===== src/rtl/sysinfo_csr.sv =====
// sysinfo_csr: Avalon-MM system information block (ID, build timestamp,
// 64-bit cycle counter with HI snapshot, overflow interrupt, scratch registers).
module sysinfo_csr #(
  parameter logic [31:0] SYSTEM_ID   = 32'h0000_0000,
  parameter logic [31:0] TIMESTAMP   = 32'd1363010471,
  parameter int unsigned ADDR_W      = 3,
  parameter int unsigned NUM_SCRATCH = 2
) (
  input  logic              clock,
  input  logic              reset,
  input  logic [ADDR_W-1:0] address,
  input  logic              read,
  input  logic              write,
  input  logic [31:0]       writedata,
  input  logic [3:0]        byteenable,
  output logic [31:0]       readdata,
  output logic              readdatavalid,
  output logic              irq
);

  localparam logic [ADDR_W-1:0] A_ID       = ADDR_W'(0);
  localparam logic [ADDR_W-1:0] A_TIME     = ADDR_W'(1);
  localparam logic [ADDR_W-1:0] A_CYCLE_LO = ADDR_W'(2);
  localparam logic [ADDR_W-1:0] A_CYCLE_HI = ADDR_W'(3);
  localparam logic [ADDR_W-1:0] A_CONTROL  = ADDR_W'(4);
  localparam logic [ADDR_W-1:0] A_STATUS   = ADDR_W'(5);
  localparam int unsigned       SCRATCH_BASE = 6;

  logic [63:0] cnt_q, cnt_d;
  logic [31:0] hi_q, hi_d;
  logic        en_q, en_d;
  logic        irq_en_q, irq_en_d;
  logic        ovf_q, ovf_d;
  logic        irq_q, irq_d;
  logic [31:0] readdata_q, readdata_d;
  logic        rdv_q, rdv_d;
  logic [31:0] scratch_q [NUM_SCRATCH];
  logic [31:0] scratch_d [NUM_SCRATCH];

  logic        rd_acc;
  logic        wr_ctrl;
  logic        clr;
  logic        wrap;
  logic        w1c_ovf;
  logic [31:0] rd_mux;

  function automatic logic [31:0] be_merge(input logic [31:0] old_v,
                                           input logic [31:0] new_v,
                                           input logic [3:0]  be);
    logic [31:0] r;
    r = old_v;
    for (int unsigned b = 0; b < 4; b++) begin
      if (be[b]) r[8*b +: 8] = new_v[8*b +: 8];
    end
    return r;
  endfunction

  // A cycle with both strobes is handled purely as a write.
  always_comb begin
    rd_acc  = read & ~write;
    wr_ctrl = write && (address == A_CONTROL) && byteenable[0];
    clr     = wr_ctrl && writedata[1];
    w1c_ovf = write && (address == A_STATUS) && byteenable[0] && writedata[0];
    wrap    = ~clr && en_q && (cnt_q == '1);
  end

  always_comb begin
    rd_mux = '0;
    case (address)
      A_ID:       rd_mux = SYSTEM_ID;
      A_TIME:     rd_mux = TIMESTAMP;
      A_CYCLE_LO: rd_mux = cnt_q[31:0];
      A_CYCLE_HI: rd_mux = hi_q;
      A_CONTROL:  rd_mux = {29'b0, irq_en_q, 1'b0, en_q};
      A_STATUS:   rd_mux = {31'b0, ovf_q};
      default:    rd_mux = '0;
    endcase
    for (int unsigned i = 0; i < NUM_SCRATCH; i++) begin
      if (address == ADDR_W'(SCRATCH_BASE + i)) rd_mux = scratch_q[i];
    end
  end

  always_comb begin
    cnt_d = cnt_q;
    if (clr)       cnt_d = '0;
    else if (en_q) cnt_d = cnt_q + 64'd1;

    // Wrap outranks a same-cycle W1C so an overflow is never lost.
    ovf_d = ovf_q;
    if (wrap)         ovf_d = 1'b1;
    else if (w1c_ovf) ovf_d = 1'b0;

    en_d     = wr_ctrl ? writedata[0] : en_q;
    irq_en_d = wr_ctrl ? writedata[2] : irq_en_q;
    irq_d    = ovf_q & irq_en_q;

    hi_d = hi_q;
    if (rd_acc && (address == A_CYCLE_LO)) hi_d = cnt_q[63:32];

    scratch_d = scratch_q;
    for (int unsigned i = 0; i < NUM_SCRATCH; i++) begin
      if (write && (address == ADDR_W'(SCRATCH_BASE + i)))
        scratch_d[i] = be_merge(scratch_q[i], writedata, byteenable);
    end

    readdata_d = rd_acc ? rd_mux : readdata_q;
    rdv_d      = rd_acc;
  end

  always_ff @(posedge clock) begin
    if (reset) begin
      cnt_q      <= '0;
      hi_q       <= '0;
      en_q       <= 1'b1;
      irq_en_q   <= 1'b0;
      ovf_q      <= 1'b0;
      irq_q      <= 1'b0;
      readdata_q <= '0;
      rdv_q      <= 1'b0;
      for (int unsigned i = 0; i < NUM_SCRATCH; i++) scratch_q[i] <= '0;
    end else begin
      cnt_q      <= cnt_d;
      hi_q       <= hi_d;
      en_q       <= en_d;
      irq_en_q   <= irq_en_d;
      ovf_q      <= ovf_d;
      irq_q      <= irq_d;
      readdata_q <= readdata_d;
      rdv_q      <= rdv_d;
      for (int unsigned i = 0; i < NUM_SCRATCH; i++) scratch_q[i] <= scratch_d[i];
    end
  end

  assign readdata      = readdata_q;
  assign readdatavalid = rdv_q;
  assign irq           = irq_q;

endmodule

===== config.mk =====
export PLATFORM = sky130hd
export DESIGN_NAME = sysinfo_csr
export DESIGN_NICKNAME = d
export VERILOG_FILES = /design/src/rtl/sysinfo_csr.sv
export SDC_FILE = /design/constraint.sdc
export NUM_CORES = 1
export LEC_CHECK = 0
export ABC_AREA = 1
export BUFFER_PORTS_ARGS = -buffer_cell sky130_fd_sc_hd__buf_4
export CORE_UTILIZATION = 52
export DETAILED_ROUTE_END_ITERATION = 10
export PLACE_DENSITY = 0.71
export SYNTH_ARGS = -nofsm -noshare
export SYNTH_HDL_FRONTEND = slang
export SYNTH_SLANG_ARGS = --single-unit

===== constraint.sdc =====
create_clock -name clock -period 2.3 [get_ports clock]
set_input_delay 0.23 -clock clock [delete_from_list [all_inputs] [get_ports clock]]
set_output_delay 0.23 -clock clock [all_outputs]
set_load 0.01 [all_outputs]

==> summary.txt, run 1 <==
Routing
  • DRT iter0 DRCs: 779
  • Final ANT Viol Nets: 0
  • Pre-antenna DRT Iters: 5
  • Routed WL: 27.61 mm
  • Vias post-DR: 8958
  • Vias/cell: 5.691
  • Avg WL per Cell: 17.54 um
  • DRC: 0

STA
  • Max Freq: 0.5137 GHz
  • RSZ-0062 raised after global routing: false
  • Period utilization: 84.64%
  • Slew HR: 48.96%
  • Worst-margin pin slew: 0.7586 ns
  • Skew final: 0.01079 ns
  • Setup Viol. Count Final: 0
  • Post-layout min period: 1.947 ns
  • Sum of negative setup slack: 0 ns
  • Max-slew violations: 0
  • Final worst setup slack: 0.3532 ns
  • Hold Vio Cnt, Final: 0

Setup path
  • Max FO, Critical Path: 5
  • Worst path cell trace: nand2_1 -> nor2_1 -> inv_1 -> nor4_1 -> nand4_1 -> nand2_1
  • Reg2Reg Setup Slack: 0.35 ns
  • CP Class: reg2reg
  • Most used cell, CP: nand2_1
  • Family with the most delay on the worst path: simple AND/OR/NAND/NOR gates
  • CP bufs+invs: 1
  • Worst path slowest cell: nor4_1
  • Crit path DAT: 2.32 ns
  • Crit path largest cell delay: 0.60 ns
  • Setup crit start kind: flip-flop
  • Worst EP required: 2.68 ns
  • Crit end category: flip-flop

Yosys
  • Post-synthesis cell count: 1271
  • Seq cells post-synth: 197
  • Top cell type by total area after synthesis: dfxtp_1
  • Xor and xnor area share after synthesis: 2.117%
  • Sequential area share after synthesis: 43.34%
  • Yosys Warn Count: 0
  • Area share of fa/ha/maj cells after synthesis: 0.1375%
  • Synth area leaders: dfxtp_1 (43%), nand2_1 (8.8%), a21oi_1 (8.6%)
  • Main combinational cell family by area after synthesis: simple AND/OR/NAND/NOR gates
  • Yosys cell types: 40
  • Avg Cell Area, Syn: 7.160 um2
  • Cell area after synthesis: 9100 um2
  • Compound-Gate Fraction of Synth Area: 18.81%
  • Mux contribution to synthesized area: 0%
  • Post-Synth Simple-Gate Area: 28.02%
  • Synth top area share: 43.34%
  • Post-synth net total: 1315

Clock network
  • Setup repair bufs after CTS: 0
  • H-Tree Level Count: 4
  • Clk sinks: 197
  • TritonCTS clock tree: built
  • Clk slew on worst S/H paths: 0.08 ns
  • CTS Root Cell: clkbuf_16
  • CTS buffer count: 17
  • Hold_buf cts: 0
  • Post-cts gate resize count: 0
  • Clock buffer depth: 2
  • Worst skew pair latency: 0.44 ns

Cells and area
  • Fillers: 1575
  • Fin nets: 1380
  • Most frequent cells in the layout: nand2_1 (213), dfxtp_1 (197), nor2_1 (170), a21oi_1 (156), o21ai_0 (117)
  • Share of cells above drive strength 1: 14.83%
  • Synth-to-Final Area Change: 15.44%
  • Fin util: 61.16%
  • Most common cell after layout, fill and taps aside: nand2_1
  • # diodes: 0

Worst hold path
  • Worst Hold Class: in2reg

Power and ir drop
  • Pwr Density: 664.7 nW/um2
  • Pleak: 3.856 nW
  • Maximum vdd drop: 574.1 uV

Global routing
  • GR Overflow Total: 0
  • Largest net degree at the start of global routing: 99
  • Vias in the first global route: 8065
  • First-pass GRT wire length: 43.73 mm
  • Initial antenna violation count: 0
  • Gr usage total: 31.42%

Die
  • Die W: 134.3 um
  • Initial core utilization: 52.98%
  • Area of the core: 17180 um2
  • FP Rows: 48
  • Count of boundary I/O pins: 77
  • Die Ht: 134.3 um
  • Die footprint: 18030 um2

Placement
  • GPL Wtd Cong: 0.9876
  • DPL Wire Length: 20.80 mm
  • Buffers added on ports: 76
  • Worst slack, placed: 0.4221 ns

Run
  • Max cap viols: 0

Outcome
  • Status: finished, final reports clean
[flip-flops by register name, indices dropped and copies added (netlist names)]
| register | flops |
|---|---|
| cnt_q | 64 |
| readdatavalid | 1 |
| irq_en_q | 1 |
| ovf_q | 1 |
| en_q | 1 |
| hi_q | 32 |
| scratch_q | 64 |
| irq | 1 |
| readdata | 32 |
[cell type report]
cell class | count | area [um2] | share of cell area, %
Inverter | 121 | 454.2 | 4.323
Multi-Input combinational cell | 902 | 4474 | 42.59
Timing Repair Buffer | 97 | 753.2 | 7.170
Clock buffer | 18 | 439.2 | 4.181
Tap cell | 225 | 281.5 | 2.680
Clock inverter | 14 | 158.9 | 1.513
Sequential cell | 197 | 3944 | 37.54
[path summary, 6_finish.rpt]
path                              startpoint      endpoint  depth (start not counted)
worst max-delay path               cnt_q[22]         ovf_q                          6
worst min-delay path            writedata[6]  scratch_q[6]                          3
worst max register to register     cnt_q[22]         ovf_q                          6
worst min register to register      hi_q[15]      hi_q[15]                          2
[report_power, final]
| group | internal (W) | switching, W |
|---|---|---|
| sequential | 0.00348 | 0.0000427 |
| clock | 0.00149 | 0.00150 |
| combinational | 0.000182 | 0.000294 |
| total | 0.00515 | 0.00183 |
[metrics by stage]
stage	hold slack (ns)	power, W	cells	instance area (um2)
2_1_floorplan	0.3649	0.003852	1271	9100
3_3_place_gp	0.4401	0.004067	1542	9907
6_report	0.02374	0.006983	1574	10510
5_1_grt	0.01874	0.007196	1574	10510
3_5_place_dp	0.4491	0.004070	1542	9907
4_1_cts	0.01350	0.007015	1574	10510
[metal layers]
layer | vias up | share of wire, % | track usage, %
li1 | 4379 | - | -
met1 | 4156 | 47 | 45.98
met2 | 379 | 43 | 46.72
met3 | 44 | 7.5 | 4.837
met4 | 0 | 2.6 | 10.99
met5 | - | 0 | 0
[logic make-up after synthesis]
kind of cell,after synthesis
simple gates,564
compound gates,315
flops,197
buf+inv,172
xor+xnor,22
fa+ha+maj,1
[cell usage after synthesis (all sizes together)]
master,count
a41oi,7
o21ai,119
clkbuf,34
o211ai,3
xor2,20
nor2,204
o2111ai,1
a22oi,4
nor4,6
nand4,19
o22ai,3
nor3b,1
and2,1
nand2,225
ha,1
o221ai,2
a21oi,156
and3,1
o21a,2
dfxtp,197
inv,121
nand3b,2
nor3,31
a221oi,18
xnor2,2
nand3,74
buf,17
[worst register-to-register path: cells and delay by family, from the launching register on]
kind	cells	cell delay [ns]
buffers and inverters	1	0.14
flip-flops	1	0.45
AND/OR/NAND/NOR	5	1.30
No activity file was read; power rests on OpenSTA's default activity.
==> inputs of run 2 (changes only) <==
ABC_AREA = 0   (was 1)
PLACE_DENSITY = 0.74   (was 0.71)
clock period = 1.7 ns   (was 2.3 ns; I/O delays follow)
==> run 2 against run 1 <==
  * The run now ends with negative setup slack left
  * Global-route usage grew 1.0 points
  * Clock skew shrank 0.00054 ns
  * First-iteration DRC count grew 19%
  * Critical endpoint is now cnt_q[57]
  * Largest cell class unchanged
  * Largest power group unchanged
==> summary.txt, run 2 <==
Cells and area
  • Synth-to-Final Area Change: 36.25%
  • Fin area: 11790 um2
  • Biggest regs: cnt_q x64, scratch_q x64
  • Most common cell after layout, fill and taps aside: buf_4
  • Most frequent cells in the layout: buf_4 (218), dfxtp_1 (171), nand2_1 (143), nor2_1 (106), a21oi_1 (88)
  • Fin nets: 1301
  • Share of cells above drive strength 1: 27.64%
  • # diodes: 0

Yosys
  • Cell area after synthesis: 8656 um2
  • Post-synth ARST share: 0%
  • Top cell type by total area after synthesis: dfxtp_1
  • Synth area leaders: dfxtp_1 (46%), mux2i_1 (7.6%), nand2_1 (6.3%)
  • Synth top area share: 45.56%
  • Post-synth EDFFs: 0
  • Sequential area share after synthesis: 45.56%
  • Avg Cell Area, Syn: 8.363 um2
  • Most frequent cells after synthesis: dfxtp_1 (197), nand2_1 (145), nor2_1 (107), a21oi_1 (98), mux2i_1 (66)
  • Post-synthesis cell count: 1035
  • Yosys Warn Count: 0
  • Cell with the most instances after synthesis: dfxtp_1
  • Yosys cell types: 48
  • Most used DFF post-synth: dfxtp_1
  • Seq cells post-synth: 197
  • Post-synth net total: 1079

Worst hold path
  • Hold path depth: 3
  • Worst Hold Class: in2reg

Routing
  • DRT iter0 DRCs: 924
  • Routed WL: 27.26 mm
  • Pre-antenna DRT Iters: 5
  • Vias post-DR: 8819
  • Avg WL per Cell: 18.35 um
  • Final ANT Viol Nets: 0
  • DRC: 0
  • Vias/cell: 5.935

Global routing
  • Gr usage total: 32.43%
  • First-pass GRT wire length: 42.64 mm
  • Vias in the first global route: 8450
  • Initial antenna violation count: 0
  • Largest net degree at the start of global routing: 88
  • GR Overflow Total: 0

Clock network
  • CTS buffer count: 17
  • CTS Root Cell: clkbuf_16
  • H-Tree Level Count: 4
  • Clk sinks: 197
  • Clock buffer depth: 2
  • TritonCTS clock tree: built
  • Worst skew pair latency: 0.44 ns
  • Clk slew on worst S/H paths: 0.08 ns

Die
  • Die W: 131.0 um
  • Die Ht: 131.0 um
  • Area of the core: 16060 um2
  • FP Rows: 46
  • Die footprint: 17170 um2
  • Count of boundary I/O pins: 77
  • Initial core utilization: 53.90%

STA
  • Hold Vio Cnt, Final: 0
  • Slew HR: 17.52%
  • Max-slew violations: 0
  • Max Freq: 0.4826 GHz
  • Sum of negative setup slack: -8.282 ns
  • Worst-margin pin slew: 1.235 ns
  • Setup Viol. Count Final: 40
  • Skew final: 0.01025 ns
  • Period utilization: 121.9%
  • Smallest hold slack: 0.01696 ns
  • RSZ-0062 raised after global routing: true
  • Post-layout min period: 2.072 ns
  • Final worst setup slack: -0.3723 ns

Placement
  • Buffers added on ports: 76
  • Worst slack, placed: -0.3264 ns
  • GPL Wtd Cong: 0.9020
  • DPL Wire Length: 17.92 mm
  • Dpl cell area: 10540 um2

Outcome
  • Failing checks: negative setup slack
  • Status: finished, violations left

Setup path
  • R2R depth: 7
  • Crit path DAT: 2.45 ns
  • Max FO, Critical Path: 9
  • CP Class: reg2reg
  • Crit end category: flip-flop
  • Setup crit start kind: flip-flop
  • Worst EP required: 2.08 ns

Power and ir drop
  • Pwr Density: 815.4 nW/um2
  • Pleak: 4.779 nW
  • Maximum vdd drop: 821.1 uV

Run
  • Max cap viols: 0
[run 2: path summary, 6_finish.rpt]
check	endpoint	slack (ns)	startpoint
setup / recovery	cnt_q[57]	-0.37	en_q
hold / removal	scratch_q[38]	0.02	writedata[6]
setup reg to reg	cnt_q[57]	-0.37	en_q
hold reg to reg	hi_q[24]	0.46	hi_q[24]
[run 2: area by class of cell]
type | count | area [um2]
inverter | 7 | 27.53
clock inverter | 15 | 172.7
tap | 216 | 270.3
sequential | 197 | 3984
clock buffer | 17 | 425.4
fill | 1147 | 4264
timing repair buffer | 271 | 2251
multi-input combinational | 763 | 4663
[run 2: report_power, final]
part           leakage [nW]  total [W]  internal [W]  switching [W]
clock                 0.290    0.00407       0.00200        0.00207
sequential             1.61    0.00473       0.00468      0.0000465
combinational          2.88   0.000817      0.000355       0.000462
[run 2: stage by stage]
stage | utilization, % | cells | power [W]
floorplan | - | 1035 | 0.005220
global placement | 65.61 | 1403 | 0.005563
detailed placement | 65.61 | 1403 | 0.005575
CTS | 72.55 | 1481 | 0.009627
global route | 73.45 | 1486 | 0.009897
finish | 73.45 | 1486 | 0.009616
[run 2: logic make-up (layout without fill, tap and decap cells)]
family	count (synthesis)	count (layout)	share of synthesized area [%]
multiplexers	67	67	7.762
AND/OR/NAND/NOR	448	448	25.37
XOR/XNOR	30	30	3.036
adder cells (fa/ha/maj)	1	1	0.1445
buffers and inverters	75	310	3.267
flip-flops	197	197	45.56
AO/OA/AOI/OAI	217	217	14.86
[run 2: critical path, cell delays in order (launching register included)]
cell     delay (ns)
dfxtp_2        0.35
nand4_4        0.14
buf_6          0.17
nor4_4         0.36
nand4_1        0.24
buf_6          0.20
or4_4          0.40
a21oi_1        0.14
[run 2: per-layer routing]
metal | track usage [%] | wire length, um | vias up
met4 | 16.84 | 1231 | 0
li1 | - | - | 4134
met2 | 54.47 | 13370 | 419
met3 | 6.026 | 1760 | 82
met1 | 39.62 | 10900 | 4184
met5 | 0 | 0 | -
[run 2: repair_timing]
action                     CTS  global route
gates cloned                 0             1
pin swaps                   25            14
hold buffers                30             0
resized for setup           27            29
setup endpoints to repair   41            48
hold endpoints to repair    52             0
setup buffers               16             5
